[src/rtl/mfm_pkg.sv]
// Shared MFM read-path definitions: FSM encoding, A1 sync mark, cell-pair layout.
package mfm_pkg;

    typedef enum logic [2:0] {
        IDLE = 3'd0,
        LOCK = 3'd1,
        HUNT = 3'd2,
        SYNC = 3'd3,
        DATA = 3'd4,
        DONE = 3'd5,
        ERR  = 3'd6
    } rd_state_t;

    localparam logic [15:0] MFM_SYNC_A1 = 16'h4489;

    // Each cell pair is {clock, data}, so data cells sit on the even positions.
    localparam int MFM_DATA_LSB = 0;

    function automatic logic [7:0] mfm_data_bits(input logic [15:0] cells);
        logic [7:0] d;
        for (int i = 0; i < 8; i++) begin
            d[i] = cells[2*i + MFM_DATA_LSB];
        end
        return d;
    endfunction

endpackage

[src/rtl/mfm_sync_shift.sv]
// Cell shift register, sync-word comparator, 16-cell framing counter and data-bit extraction.
// Latency: match is combinational on the register; word_rdy is high the cycle after the 16th cell.
// Backpressure: none, every qualified cell is consumed.
module mfm_sync_shift
    import mfm_pkg::*;
#(
    parameter logic [15:0] SYNC_WORD = MFM_SYNC_A1
) (
    input  logic       clk_50,
    input  logic       reset,
    input  logic       clr_all,
    input  logic       clr_cnt,
    input  logic       cell_valid,
    input  logic       cell_bit,
    output logic       match,
    output logic       word_rdy,
    output logic [7:0] data_byte
);

    logic [15:0] sr;
    logic [3:0]  cell_cnt;

    always_ff @(posedge clk_50) begin
        if (reset || clr_all) begin
            sr       <= '0;
            cell_cnt <= '0;
            word_rdy <= 1'b0;
        end else begin
            if (cell_valid) begin
                sr <= {sr[14:0], cell_bit};
            end
            // A cell arriving while the framing restarts is the first cell of the new word.
            if (clr_cnt) begin
                cell_cnt <= cell_valid ? 4'd1 : 4'd0;
            end else if (cell_valid) begin
                cell_cnt <= cell_cnt + 4'd1;
            end
            word_rdy <= cell_valid && !clr_cnt && (cell_cnt == 4'd15);
        end
    end

    assign match     = (sr == SYNC_WORD);
    assign data_byte = mfm_data_bits(sr);

endmodule

[src/rtl/mfm_read_ctrl.sv]
// MFM sector read controller: DPLL lock, sync-mark hunt, byte framing, timeout and lock-loss handling.
// Latency: byte_valid two cycles after the 16th cell of a byte; sync_found two cycles after the last sync cell.
// Backpressure: none, the cell stream cannot be stalled; abort is the only way to cut a read short.
module mfm_read_ctrl
    import mfm_pkg::*;
#(
    parameter logic [15:0] SYNC_WORD    = MFM_SYNC_A1,
    parameter int          SYNC_COUNT   = 3,
    parameter int          SECTOR_BYTES = 512,
    parameter logic [31:0] TIMEOUT      = 32'd500000
) (
    input  logic       clk_50,
    input  logic       reset,
    input  logic       start,
    input  logic       abort,
    input  logic       pll_locked,
    input  logic       cell_valid,
    input  logic       cell_bit,
    output logic       pll_enable,
    output logic       pll_resync,
    output logic       busy,
    output logic       sync_found,
    output logic [7:0] byte_out,
    output logic       byte_valid,
    output logic       done,
    output logic       error
);

    localparam int SCW = $clog2(SYNC_COUNT + 1);
    localparam int BCW = $clog2(SECTOR_BYTES + 1);
    localparam logic [SCW-1:0] SYNC_LAST    = SCW'(SYNC_COUNT - 1);
    localparam logic [BCW-1:0] BYTE_LAST    = BCW'(SECTOR_BYTES - 1);
    localparam logic [31:0]    TIMEOUT_LAST = TIMEOUT - 32'd1;

    rd_state_t      state, state_n;
    logic [SCW-1:0] sync_cnt;
    logic [BCW-1:0] byte_cnt;
    logic [31:0]    cyc_cnt;

    logic       clr_all, clr_cnt, sync_hit, byte_take, sync_load, sync_inc;
    logic       match, word_rdy, lock_lost, timed_out;
    logic [7:0] data_byte;

    mfm_sync_shift #(
        .SYNC_WORD (SYNC_WORD)
    ) u_shift (
        .clk_50     (clk_50),
        .reset      (reset),
        .clr_all    (clr_all),
        .clr_cnt    (clr_cnt),
        .cell_valid (cell_valid),
        .cell_bit   (cell_bit),
        .match      (match),
        .word_rdy   (word_rdy),
        .data_byte  (data_byte)
    );

    // cyc_cnt holds cycles elapsed since start, so the ERR edge lands exactly TIMEOUT cycles after it.
    assign lock_lost = !pll_locked && (state == HUNT || state == SYNC || state == DATA);
    assign timed_out = (cyc_cnt == TIMEOUT_LAST) && (state == LOCK || state == HUNT || state == SYNC);

    always_ff @(posedge clk_50) begin
        if (reset) begin
            state <= IDLE;
        end else begin
            state <= state_n;
        end
    end

    always_comb begin
        state_n   = state;
        clr_all   = 1'b0;
        clr_cnt   = 1'b0;
        sync_hit  = 1'b0;
        byte_take = 1'b0;
        sync_load = 1'b0;
        sync_inc  = 1'b0;
        case (state)
            IDLE: begin
                if (start) begin
                    state_n = LOCK;
                    clr_all = 1'b1;
                end
            end
            LOCK: begin
                if (timed_out) begin
                    state_n = ERR;
                end else if (pll_locked) begin
                    state_n = HUNT;
                end
            end
            HUNT: begin
                if (lock_lost || timed_out) begin
                    state_n = ERR;
                end else if (match) begin
                    clr_cnt   = 1'b1;
                    sync_load = 1'b1;
                    if (SYNC_COUNT == 1) begin
                        state_n  = DATA;
                        sync_hit = 1'b1;
                    end else begin
                        state_n = SYNC;
                    end
                end
            end
            SYNC: begin
                if (lock_lost || timed_out) begin
                    state_n = ERR;
                end else if (word_rdy) begin
                    if (!match) begin
                        state_n = HUNT;
                    end else if (sync_cnt == SYNC_LAST) begin
                        state_n  = DATA;
                        sync_hit = 1'b1;
                    end else begin
                        sync_inc = 1'b1;
                    end
                end
            end
            DATA: begin
                if (lock_lost) begin
                    state_n = ERR;
                end else if (word_rdy) begin
                    byte_take = 1'b1;
                    if (byte_cnt == BYTE_LAST) begin
                        state_n = DONE;
                    end
                end
            end
            DONE:    state_n = IDLE;
            ERR:     state_n = IDLE;
            default: state_n = IDLE;
        endcase
        if (abort) begin
            state_n   = IDLE;
            clr_all   = 1'b0;
            clr_cnt   = 1'b0;
            sync_hit  = 1'b0;
            byte_take = 1'b0;
            sync_load = 1'b0;
            sync_inc  = 1'b0;
        end
    end

    always_ff @(posedge clk_50) begin
        if (reset) begin
            sync_cnt   <= '0;
            byte_cnt   <= '0;
            cyc_cnt    <= '0;
            byte_out   <= 8'h00;
            byte_valid <= 1'b0;
            sync_found <= 1'b0;
        end else begin
            sync_found <= sync_hit;
            byte_valid <= byte_take;
            if (byte_take) begin
                byte_out <= data_byte;
                byte_cnt <= byte_cnt + BCW'(1);
            end else if (clr_all) begin
                byte_cnt <= '0;
            end
            if (clr_all) begin
                cyc_cnt <= 32'd1;
            end else if (state != IDLE) begin
                cyc_cnt <= cyc_cnt + 32'd1;
            end
            if (sync_load) begin
                sync_cnt <= SCW'(1);
            end else if (sync_inc) begin
                sync_cnt <= sync_cnt + SCW'(1);
            end else if (state_n != SYNC) begin
                sync_cnt <= '0;
            end
        end
    end

    assign pll_resync = (state == IDLE) && start && !abort && !reset;
    assign pll_enable = (state == LOCK) || (state == HUNT) || (state == SYNC) || (state == DATA);
    assign busy       = (state != IDLE);
    assign done       = (state == DONE);
    assign error      = (state == ERR);

endmodule

[config.mk]
export PLATFORM = sky130hd
export DESIGN_NAME = mfm_read_ctrl
export DESIGN_NICKNAME = d
export VERILOG_FILES = /design/src/rtl/mfm_pkg.sv /design/src/rtl/mfm_sync_shift.sv /design/src/rtl/mfm_read_ctrl.sv
export SDC_FILE = /design/constraint.sdc
export NUM_CORES = 1
export LEC_CHECK = 0
export ABC_AREA = 0
export CAP_MARGIN = 20
export CORE_MARGIN = 1.5
export CORE_UTILIZATION = 30
export DETAILED_ROUTE_END_ITERATION = 10
export PLACE_DENSITY = 0.55
export SYNTH_ARGS = -nofsm -noshare
export SYNTH_HDL_FRONTEND = slang
export SYNTH_SLANG_ARGS = --single-unit
[constraint.sdc]
create_clock -name clk_50 -period 2.4 [get_ports clk_50]
set_input_delay 0.36 -clock clk_50 [delete_from_list [all_inputs] [get_ports clk_50]]
set_output_delay 0.36 -clock clk_50 [all_outputs]
set_load 0.05 [all_outputs]
; Yosys cells after proc, flatten, opt, wreduce, memory -nomap -nowiden
; Index checks and enable logic that the tools add are counted.
[classes]
n_addsub = 4
n_eq_ne = 12
mux = 42
bitwise_logic = 3
n_reduce_logical = 28
[op_table]
columns = cell, n
row1 = 3-bit two-way mux, 13
row2 = "32-bit by 1-bit adder with 32-bit output, second input constant", 1
row3 = "32-bit by 19-bit == test with 1-bit output, second input constant", 1
row4 = 1-bit two-way mux, 22
row5 = 10-bit two-way mux, 2
row6 = "16-bit by 15-bit == test with 1-bit output, second input constant", 1
row7 = 3-bit one-hot mux with 5 select lines, 1
row8 = "10-bit by 1-bit adder with 10-bit output, second input constant", 1
row9 = "10-bit by 9-bit == test with 1-bit output, second input constant", 1
row10 = "3-bit == test, second input constant", 3
row11 = 4-bit two-way mux, 2
row12 = 2-bit nonzero test, 4
row13 = 1-bit logical AND, 7
row14 = 1-bit logical OR, 7
row15 = "3-bit by 2-bit == test with 1-bit output, second input constant", 2
row16 = 3-bit nonzero test, 2
row17 = 6-bit OR reduction, 1
row18 = "4-bit by 1-bit adder with 4-bit output, second input constant", 1
row19 = "4-bit == test, second input constant", 1
row20 = 1-bit logical NOT, 4
row21 = 2-bit two-way mux, 2
row22 = 2-bit OR reduction, 2
row23 = "3-bit by 1-bit == test with 1-bit output, second input constant", 1
row24 = 3-bit logical NOT, 1
row25 = 4 further kinds, 6
[totals]
register_bits = 78
input_bits = 7
output_inout_bits = 15
wordCells = 101

; Depth between registers and ports, before layout
[logic_depth]
word_depth = 12
mapped_depth = 8
depth_no_buf = 7

; Hierarchy
; From an unflattened synthesis, not the netlist that was laid out.
[hier_totals]
cells_unflattened = 439
hier_area_um2 = 3807.4
[by_module_without_submodules]
columns = mod, n_inst, cells_per_inst, area_per_inst_um2, seq_area_each_um2
row1 = mfm_read_ctrl, 1, 354, 2917.8, 1141.1
row2 = mfm_sync_shift, 1, 85, 889.6, 420.4

; Worst setup path after synthesis
; No wires, ideal clock.
[synth_path]
path_kind = flip-flop to flip-flop
startpoint = reg state[2]
endpoint = reg cyc_cnt[19]
setup_time_ns = 0.070
t_arrival_ns = 1.875
required_time_ns = 2.330
path_slack_ns = 0.454
stages_incl_launch_ff = 9
path_buffers = 2
period_less_slack_ns = 1.946
path_cell_list = dfxtp_1 -> or3_1 -> buf_4 -> and3_1 -> and3_1 -> buf_2 -> nand2_1 -> or3_2 -> a21oi_1
[synth_via]
elab_cells_between_ends = 5
classes_between = 2 x mux / 3 x reduce/logical
[synth_lines]
columns = item, line
row1 = start: declaration, mfm_read_ctrl.sv:35  ; rd_state_t state, state_n;
row2 = start signal: assignment, mfm_read_ctrl.sv:66  ; state <= state_n;
row3 = 3-bit nonzero test, --
row4 = named net busy, mfm_read_ctrl.sv:21  ; output logic busy,
row5 = end signal: assignment, mfm_read_ctrl.sv:165  ; cyc_cnt <= cyc_cnt + 32'd1;
row6 = end: declaration, mfm_read_ctrl.sv:38  ; logic [31:0] cyc_cnt;
; The timed path passes the listed nets, and every way through them passes these cells.
; A chain may end at the register's enable or synchronous reset.

; Worst setup path after layout
[layout_path]
startpoint = reg state[2]
endpoint = out error
[layout_via]
elab_chain_len = 1
[layout_rtl]
columns = item, line
row1 = 3-bit == test, mfm_read_ctrl.sv:181  ; assign error = (state == ERR);
row2 = end: declaration, mfm_read_ctrl.sv:26  ; output logic error
; Every way passes these cells.

==> results by stage <==
STA:
- The max-slew headroom at the worst pin is 0.5995.
- The slack of the critical path is 100.9 ps.
- The minimum clock period after layout is 2299 ps.
- The setup total negative slack is 0 ps.
- The achievable frequency is 0.4350 GHz.
- The final count of negative-setup-slack endpoints is 0.
- The final worst clock skew is 7.438 ps.
- The transition time at the pin with the least slew margin is 592.4 ps.
- The number of pins exceeding their max-slew limit in the final report is 0.
- In the finished design, the share of the clock period the worst path needs comes to 0.9580.
- The total count of hold-check failures in the final report came to 0.
- Setup repair after global routing left no endpoint under its margin.

Synth:
- The number of register bits inferred by synthesis is 78.
- The number of flops mapped to enable cells by yosys is 0.
- The share of the synthesized area in the top cell type is 0.4350.
- The total of warnings raised by yosys is 0.
- Of the total synthesized cell area, the portion taken by XOR and XNOR cells is 0.07564.
- By area the synthesized netlist is led by sky130_fd_sc_hd__dfxtp_1, sky130_fd_sc_hd__nor2_1, sky130_fd_sc_hd__xor2_1.
- Of the synthesized area, sequential elements account for 0.4350.
- After synthesis, the largest family of logic cells by area is simple AND/OR/NAND/NOR gates.
- The adder-cell area share of the yosys netlist is 0.01394.
- The number of nets in the synthesized netlist is 430.
- The biggest area contributor in the post-synthesis netlist is sky130_fd_sc_hd__dfxtp_1.
- The share of the synthesized area in compound gates (AO/OA/AOI/OAI) was 0.06100.
- The average cell area after synthesis is 8.567 µm².
- The mapped netlist covers 3590 µm².
- Synthesis handed over a netlist of 419 instances.
- The number of distinct library cell variants in the gate-level netlist after synthesis is 49.
- The fraction of synthesis flops using an asynchronous set or reset pin is 0.
- Of the total synthesized cell area, the portion taken by AND, OR, NAND and NOR gates is 0.3193.
- Of the post-synthesis cell area, the part taken by muxes is 0.06274.
- Among all flip-flop cells after synthesis, the most frequent one is sky130_fd_sc_hd__dfxtp_1.

Die:
- The placement row count is 39.
- The die is 112.4 µm tall.
- The core region is 11560 µm².
- The die span in x is 112.4 µm.
- The die covers 12630 µm².
- The count of pins on the block boundary is 22.
- For this configuration, the core starts out at a cell density of 0.3104.

Critical path:
- The endpoint identified for the worst register-to-register timing path is sync_cnt[0].
- The critical path endpoint category is an output port.
- The cell family with the largest share of critical-path delay is buffers and inverters.
- The critical path is of the register to output port type.
- The data required time of the critical path is 2040 ps.
- In this run the worst setup path begins at state[2].
- The worst setup path is launched from a register.
- Along the worst path, the maximum fanout reaches 13.
- On the worst path, the slowest cell contributes a delay of 820 ps.
- The count of buffer and inverter cells on the critical path is 2.
- Data on the critical path arrives at its endpoint at 1940 ps.
- The critical-path cell with the highest stage delay is sky130_fd_sc_hd__clkdlybuf4s50_1.
- Walking the worst path, the cells encountered are buf_4 > and3_1 > clkdlybuf4s50_1.
- The worst register-to-register path begins at cyc_cnt[26].
- The depth of the worst register-to-register path is 6.
- The setup check on the worst reg-to-reg path leaves a slack of 290 ps.

Placement:
- After detailed placement, the design holds a cell count of 580.
- The routability congestion estimate from global placement is 0.8270.
- In this run the tool buffered the top-level ports with 21 buffer cells.
- The HPWL after detailed placement is 5465 µm.
- In this run the cell area measured after placement is 4030 µm².
- Before CTS, the worst setup slack after placement is 183.5 ps.

Clock tree:
- The total CTS buffers is 9.
- The clock passes through at most 2 buffers.
- Counting every sink on the clock net gives 78.
- After clock tree synthesis, the clock-pin slew on the worst setup and hold paths is 60 ps.
- The later pin in the worst-skew pair is clocked with a latency of 330 ps.
- The library cell used as clock root buffer is sky130_fd_sc_hd__clkbuf_16.
- The number of hold buffers added after CTS was 0.
- The H-tree was split into 3 levels.
- The CTS tree is yes.

Hold path:
- The end point of the most critical hold path is byte_out[3].
- The worst hold path was traced through 2 stages.
- The startpoint identified for the worst hold timing path is byte_out[3].
- The worst hold path belongs to the class register to register.

Global routing:
- The number of antenna violations at the first check in global routing came to 0.
- The pin count of the biggest net entering global routing is 32.
- In the global route stage, overall resource usage came out at 0.1308.
- The wire length of the first global-routing pass is 13450 µm.
- The number of global-route vias before repair is 2857.
- The total congestion overflow after global routing is 0.

Outcome:
- The flow ran to the end, and the final reports show no timing, DRC or antenna violations.

Detailed routing:
- The detailed router's first-iteration violation count is 107.
- The first-pass iteration count of the detailed router is 4.
- The count of nets left with antenna violations once routing finished came out at 0.
- After detailed routing, the average wire length per cell comes to 12.84 µm.
- The count of unresolved DRC violations after routing is 0.
- Detailed routing inserted a total of 2907 vias.
- Dividing the detail-routed via count by the number of cells gives 4.878.
- After detailed routing, the total wire length is 7650 µm.

Final layout:
- The total area of multi-input combinational cells is 1922 µm².
- The diode insertion count for antenna repair is 0.
- Registers take 1562 µm².
- Excluding fillers, the count of instances in the completed layout stands at 596.
- The net count of the finished layout is 459.
- The fraction of layout instances using a drive strength above 1 is 0.1126.
- In the layout the commonest cells are sky130_fd_sc_hd__dfxtp_1, sky130_fd_sc_hd__nor2_1, sky130_fd_sc_hd__nand2_1, sky130_fd_sc_hd__xor2_1, sky130_fd_sc_hd__a21oi_1.
- The growth of design area from synthesis to finish is 20.49%.
- The cell area after layout is 4325 µm².
- The most common cell after layout, fill and taps aside is sky130_fd_sc_hd__dfxtp_1.
- The layout has 1182 filler cells.

Power and ir drop:
- The maximum vdd ir drop is 0.2980 mV.
- The power per cell area is 640.1 nW/µm².
- The total power is 2.769 mW.
- The analysis attributes to cell leakage a power of 1.555 nW.

Flow run:
- The number of maximum-capacitance violations is 0.
[cell families after synthesis]
kind of cell,Yosys count
fa+ha+maj,4
xor+xnor,31
compound gates,39
simple gates,219
mux,22
buf+inv,26
flops,78
[registers in the layout, indices dropped and copies added, names as in the netlist]
| signal | flops |
|---|---|
| u_shift.cell_cnt | 4 |
| u_shift.word_rdy | 1 |
| u_shift.sr | 16 |
| byte_valid | 1 |
| state | 3 |
| byte_out | 8 |
| sync_cnt | 2 |
| cyc_cnt | 32 |
| sync_found | 1 |
| byte_cnt | 10 |
[layout make-up]
type / count / area share
multi-input cells: 315 / 0.4443
flip-flops and latches: 78 / 0.3610
repair buffers: 37 / 0.07984
clock buffers: 11 / 0.05380
well taps: 143 / 0.04137
clock inverters: 5 / 0.01360
inverters: 7 / 0.006075
[worst max-delay path by stage]
stage                     endpoint  slack, ps  cells after the start
2_1_floorplan          cyc_cnt[19]        450                      8
3_3_place_gp   u_shift.cell_cnt[0]        190                      6
3_5_place_dp           sync_cnt[0]        180                      6
4_1_cts                      error         90                      3
5_1_grt                      error         20                      3
6_report                     error        100                      3
[power breakdown]
part | leakage [nW] | switching, mW | total, mW | internal [mW]
logic | 0.790 | 0.0763 | 0.128 | 0.0515
clock network | 0.136 | 0.525 | 1.33 | 0.807
registers | 0.629 | 0.00658 | 1.31 | 1.30
total | 1.55 | 0.607 | 2.77 | 2.16
[what timing repair did]
item / 4_1_cts / 5_1_grt
gates resized for setup: 0 / 1
setup endpoints to repair: 0 / 3
buffers inserted: 0 / 0
[worst reg2reg max path: cells and delay by family, from the launching register on]
family / cells / cell delay [ps]
AND/OR/NAND/NOR: 4 / 1400
flip-flops: 1 / 340
AO/OA/AOI/OAI: 2 / 290
[per-stage QoR]
stage / hold slack (ps) / util
global placement: 449.4 / 0.3485
finish: 461.7 / 0.3740
detailed placement: 452.5 / 0.3485
global route: 481.0 / 0.3740
floorplan: 432.8 / -
CTS: 467.1 / 0.3737
[cells in the mapped netlist, types with 5 or more instances]
master,count
sky130_fd_sc_hd__nand2b_1,6
sky130_fd_sc_hd__o21ai_0,7
sky130_fd_sc_hd__or3_1,6
sky130_fd_sc_hd__and4_1,6
sky130_fd_sc_hd__xor2_1,24
sky130_fd_sc_hd__and3_1,8
sky130_fd_sc_hd__mux2i_1,18
sky130_fd_sc_hd__nor2_1,75
sky130_fd_sc_hd__clkbuf_1,11
sky130_fd_sc_hd__nand3_1,17
sky130_fd_sc_hd__nor4b_1,5
sky130_fd_sc_hd__dfxtp_1,78
sky130_fd_sc_hd__inv_1,7
sky130_fd_sc_hd__xnor2_1,7
sky130_fd_sc_hd__a21oi_1,21
sky130_fd_sc_hd__nand4_1,14
sky130_fd_sc_hd__nand2_1,45
sky130_fd_sc_hd__nor4_1,7
[layer usage]
layer	vias to the layer above	routed length, µm	global-route usage
met2	38	3477	0.2082
li1	1512	-	-
met1	1350	3868	0.1723
met5	-	0	0
met4	0	101	0.04304
met3	7	203	0.03564
Note: power is estimated with default switching activity, not from simulation.
